### src/rtl/simon_pkg.sv
// Shared constants and types for the Simon32/64 key schedule and round datapath.
package simon_pkg;

    localparam logic [61:0] SIMON_Z0 = 62'b11111010001001010110000111001101111101000100101011000011100110;
    localparam logic [15:0] SIMON_C  = 16'hFFFC;

    typedef logic [15:0] simon_word_t;

    typedef enum logic [1:0] {
        IDLE,
        RUN,
        DONE
    } simon_ks_state_t;

    // Element 0 of the z0 sequence is the MSB; indices past 61 never feed a used key.
    function automatic logic z0_bit(input logic [5:0] i);
        return (i > 6'd61) ? 1'b0 : SIMON_Z0[6'd61 - i];
    endfunction

endpackage

### src/rtl/simon_ks_step.sv
// One Simon32/64 key-schedule step: knew from k[i], k[i+1], k[i+3] and the z0 bit.
// k[i+2] does not contribute for the four-word (m=4) schedule, so it is not a port.
module simon_ks_step
    import simon_pkg::*;
(
    input  simon_word_t k0,
    input  simon_word_t k1,
    input  simon_word_t k3,
    input  logic        z,
    output simon_word_t knew
);

    simon_word_t tmp_a;
    simon_word_t tmp_b;

    assign tmp_a = {k3[2:0], k3[15:3]} ^ k1;
    assign tmp_b = tmp_a ^ {tmp_a[0], tmp_a[15:1]};
    assign knew  = ~k0 ^ tmp_b ^ {15'd0, z} ^ 16'h0003;

endmodule

### src/rtl/simon_key_expand.sv
// Simon32/64 key schedule streaming one round key per accepted handshake.
// Build option SIMON_KS_ZEROIZE_EN: wipe key registers when the block completes.
module simon_key_expand
    import simon_pkg::*;
#(
    parameter int WORD_W = 16,
    parameter int ROUNDS = 32
) (
    input  logic              clk,
    input  logic              rst,
    input  logic              start,
    input  logic [63:0]       key_in,
    output logic              busy,
    output logic              rk_valid,
    input  logic              rk_ready,
    output logic [WORD_W-1:0] rk,
    output logic [4:0]        rk_idx,
    output logic              rk_last,
    output logic              done
);

    localparam logic [5:0] LAST_IDX = 6'(ROUNDS - 1);

`ifdef SIMON_KS_ZEROIZE_EN
    localparam bit ZEROIZE = 1'b1;
`else
    localparam bit ZEROIZE = 1'b0;
`endif

    simon_ks_state_t state_reg;
    simon_ks_state_t state_next;
    simon_word_t     kreg_reg [4];
    simon_word_t     shift_in [4];
    logic [5:0]      idx_reg;
    simon_word_t     knew;
    logic            in_run;
    logic            load;
    logic            accept;
    logic            last;
    logic            wipe;

    assign in_run = (state_reg == RUN);
    assign load   = (state_reg == IDLE) && start;
    assign accept = in_run && rk_ready;
    assign last   = in_run && (idx_reg == LAST_IDX);
    assign wipe   = ZEROIZE && accept && last;

    simon_ks_step u_step (
        .k0   (kreg_reg[0]),
        .k1   (kreg_reg[1]),
        .k3   (kreg_reg[3]),
        .z    (z0_bit(idx_reg)),
        .knew (knew)
    );

    // Word w takes word w+1 on each accepted key; the top word takes the fresh key.
    generate
        for (genvar gi = 0; gi < 4; gi++) begin : g_shift
            if (gi < 3) begin : g_mid
                assign shift_in[gi] = kreg_reg[gi+1];
            end else begin : g_top
                assign shift_in[gi] = knew;
            end
        end
    endgenerate

    always_ff @(posedge clk) begin
        if (rst) begin
            for (int w = 0; w < 4; w++) kreg_reg[w] <= '0;
        end else if (load) begin
            for (int w = 0; w < 4; w++) kreg_reg[w] <= key_in[16*w +: 16];
        end else if (wipe) begin
            for (int w = 0; w < 4; w++) kreg_reg[w] <= '0;
        end else if (accept) begin
            for (int w = 0; w < 4; w++) kreg_reg[w] <= shift_in[w];
        end
    end

    always_ff @(posedge clk) begin
        if (rst) begin
            idx_reg <= '0;
        end else if (load) begin
            idx_reg <= '0;
        end else if (accept) begin
            idx_reg <= idx_reg + 6'd1;
        end
    end

    always_ff @(posedge clk) begin
        if (rst) begin
            state_reg <= IDLE;
        end else begin
            state_reg <= state_next;
        end
    end

    always_comb begin
        state_next = state_reg;
        busy       = 1'b0;
        rk_valid   = 1'b0;
        done       = 1'b0;
        unique case (state_reg)
            IDLE: begin
                if (start) state_next = RUN;
            end
            RUN: begin
                busy     = 1'b1;
                rk_valid = 1'b1;
                if (accept && last) state_next = DONE;
            end
            DONE: begin
                done       = 1'b1;
                state_next = IDLE;
            end
            default: state_next = IDLE;
        endcase
    end

    assign rk      = kreg_reg[0];
    assign rk_idx  = idx_reg[4:0];
    assign rk_last = last;

endmodule

### config.mk
export PLATFORM = sky130hd
export DESIGN_NAME = simon_key_expand
export DESIGN_NICKNAME = d
export VERILOG_FILES = /design/src/rtl/simon_pkg.sv /design/src/rtl/simon_ks_step.sv /design/src/rtl/simon_key_expand.sv
export SDC_FILE = /design/constraint.sdc
export NUM_CORES = 1
export LEC_CHECK = 0
export CORE_AREA = 2 2 108 110
export CTS_CLUSTER_SIZE = 20
export DETAILED_ROUTE_END_ITERATION = 12
export DIE_AREA = 0 0 110 112
export PLACE_DENSITY = 0.71
export SLEW_MARGIN = 20
export SYNTH_ARGS = -nofsm -noshare
export SYNTH_HDL_FRONTEND = slang
export SYNTH_HIERARCHICAL = 1
export SYNTH_SLANG_ARGS = --single-unit
### constraint.sdc
create_clock -name clk -period 3.95 [get_ports clk]
set_input_delay 0.79 -clock clk [delete_from_list [all_inputs] [get_ports clk]]
set_output_delay 0.79 -clock clk [all_outputs]
set_load 0.1 [all_outputs]
==> reports/metrics.yaml <==
yosys:
  netlist_area_sq_um: 3840
  ys.warnings.count: 6
  synth_edf_count: 64
  syn-num-nets: 336
  ys_seq_area_frac: 0.542
  synth_ff_type: "edfxtp_1"
  ys_seq_elements: 72
  syn_area_per_cell_sq_um: 14.8
  syn_inst: 260
  async_flop_share: 0
  yosys.cell_types.count: 44
timing:
  slew_violations: 0
  finalClockSkew_ps: 9.47
  hold_viol: 0
  period_share: 0.744
  finalSetupViolations: 0
  fin_crit_ps: 2940
  worst_pin_slew_ps: 1010
  max_freq_mhz: 340
  relSlewSlack: 0.326
  rsz0062_at_grt: "no"
  fin_setup_tns_ps: 0
  setup_ws_ps: 1010
floorplanning:
  dieArea_sq_um: 12300
  die_h_um: 112
  ioPinCount: 93
  core_sq_um: 11200
  row_count: 39
  die_width_um: 110
  start_util: 0.344
cells_and_area:
  fin_cells: 493
  num_antenna_cells: 0
  syn_to_final_growth_pct: 35.2
  fin_nets: 421
  drive_gt1_frac: 0.103
  utilization: 0.465
  fillCellCount: 988
  final_area_sq_um: 5190
  largest_reg_flops: 64
clock_network:
  cts_sinks: 72
  clk_latency_ps: 330
  cts-root-buf: "clkbuf_16"
  cts_tree: "done"
  cts_setup_buffers: 0
  cts_max_level: 3
  clk_pin_slew_worst_paths_ps: 60
  cts_resized: 0
  cts_buffers: 9
  hold_buffers: 0
  clockBufferDepth: 2
detailed_routing:
  viasPerCell: 5.13
  drc: 0
  wire_per_inst_um: 18.0
  drt_iter0_drc: 96
  first_pass_iters: 4
  wirelength_um: 8850
  via_count: 2527
  postRouteAntennaNets: 0
min_path:
  timing.hold.worst.start: "kreg_reg[2][9]"
  hold_class: "reg -> reg"
setup_path:
  cp_slowest_stage_delay_ps: 520
  startpoint: "idx_reg[1]"
  crit_required_ps: 4030
  endpoint_kind: "flop"
  setup.worst_path.class: "reg -> reg"
  path_cells: "ha_1 > xor2_4 > mux4_2 > and2_4 > o32ai_2 > xnor2_1 > xnor3_1 > a22o_1"
  crit_arrival_ps: 3020
  worstPathMaxFanout: 11
  worstSetupStartpointType: "flop"
  crit_slowest_cell: "dfxtp_1"
  critPathBufInv: 0
  path_delay_family: "XOR/XNOR gates"
  r2r_start: "idx_reg[1]"
  regToRegSetupSlack_ps: 1010
global_route:
  grt_usage: 0.147
  grt_pass1_vias: 2537
  grt_overflow_total: 0
  antenna_found_initial: 0
  grt_pass1_wl_um: 13500
  grt_max_degree: 65
placement:
  dpl-instance-area_sq_um: 4850
  hpwl_um: 6170
  portBuffers: 92
  gp_congestion: 0.764
  dp_slack_ps: 996
  post-place-cells: 477
run:
  cap_violations: 0
power:
  p_leak_uw: 0.00211
  power_density_nw_per_um2: 487
  peakVddDrop_v: 0.000229
outcome:
  status: "complete, no violations"
-- cells in the final DEF (no fill, tap or decap), types with 4 or more instances in the layout --
cell | synthesis | layout
a22o_1 | 64 | 64
a31oi_1 | 4 | 4
buf_4 | 11 | 4
clkbuf_16 | 0 | 9
clkdlybuf4s50_1 | 0 | 91
dfxtp_1 | 8 | 8
edfxtp_1 | 64 | 64
ha_1 | 8 | 8
nand2_1 | 6 | 6
nor2_1 | 8 | 7
xnor3_1 | 15 | 15
xor2_1 | 17 | 17
-- report_power, final --
group          switching (uW)  internal (uW)
Sequential               59.4            931
Combinational             315            290
Clock                     318            618
Total                     692           1840
-- path summary, 6_finish.rpt --
check | to | cells after the start
min | kreg_reg[1][9] | 1
max reg2reg | kreg_reg[3][0] | 8
min reg2reg | kreg_reg[1][9] | 1
max | kreg_reg[3][0] | 8
-- synthesized netlist by cell type (2+ instances only) --
master     n  area share
a22o_1    64        0.15
edfxtp_1  64        0.50
xor2_1    17       0.039
xnor3_1   15       0.088
buf_4     11       0.021
buf_2      8       0.010
dfxtp_1    8       0.042
ha_1       8       0.026
nor2_1     8      0.0078
nand2_1    6      0.0059
a31oi_1    4      0.0065
nand2b_1   4      0.0065
a21o_1     3      0.0059
nand4_1    3      0.0049
xnor2_1    3      0.0068
buf_6      2      0.0059
inv_1      2      0.0020
inv_2      2      0.0020
mux2i_1    2      0.0052
nand3_1    2      0.0026
-- stage by stage --
step           total power, uW  hold WS [ps]
3_3_place_gp              1600           524
3_5_place_dp              1610           529
6_report                  2530           537
2_1_floorplan             1430           518
5_1_grt                   2620           550
4_1_cts                   2550           542
-- cells by family (layout without fill, tap and decap cells) --
kind of cell,count (synthesis),in the layout,share of synthesized area
adders and majority gates,8,8,0.0261
DFF,72,72,0.542
AOI/OAI and AO/OA,77,77,0.172
buffers and inverters,26,116,0.0427
muxes,4,4,0.0140
xor gates and xnor gates,39,39,0.155
and+or+nand+nor,34,34,0.0482
-- final cells by class --
class	count	area, sq um	area share
tap	143	179	0.0344
clock buffer	9	225	0.0434
clock inverter	7	119	0.0229
timing repair buffer	96	961	0.185
multi-input combinational	162	1610	0.311
inverter	4	15.0	0.00289
sequential	72	2080	0.401
-- layer usage --
layer  GRT usage  part of all wire  vias to the layer above
met5           0                 0                        -
met4      0.0456            0.0084                        0
met3      0.0287             0.057                        7
met2       0.224              0.46                       84
met1       0.211              0.47                     1250
li1            -                 -                     1186
Power figures use the tool's default switching activity.
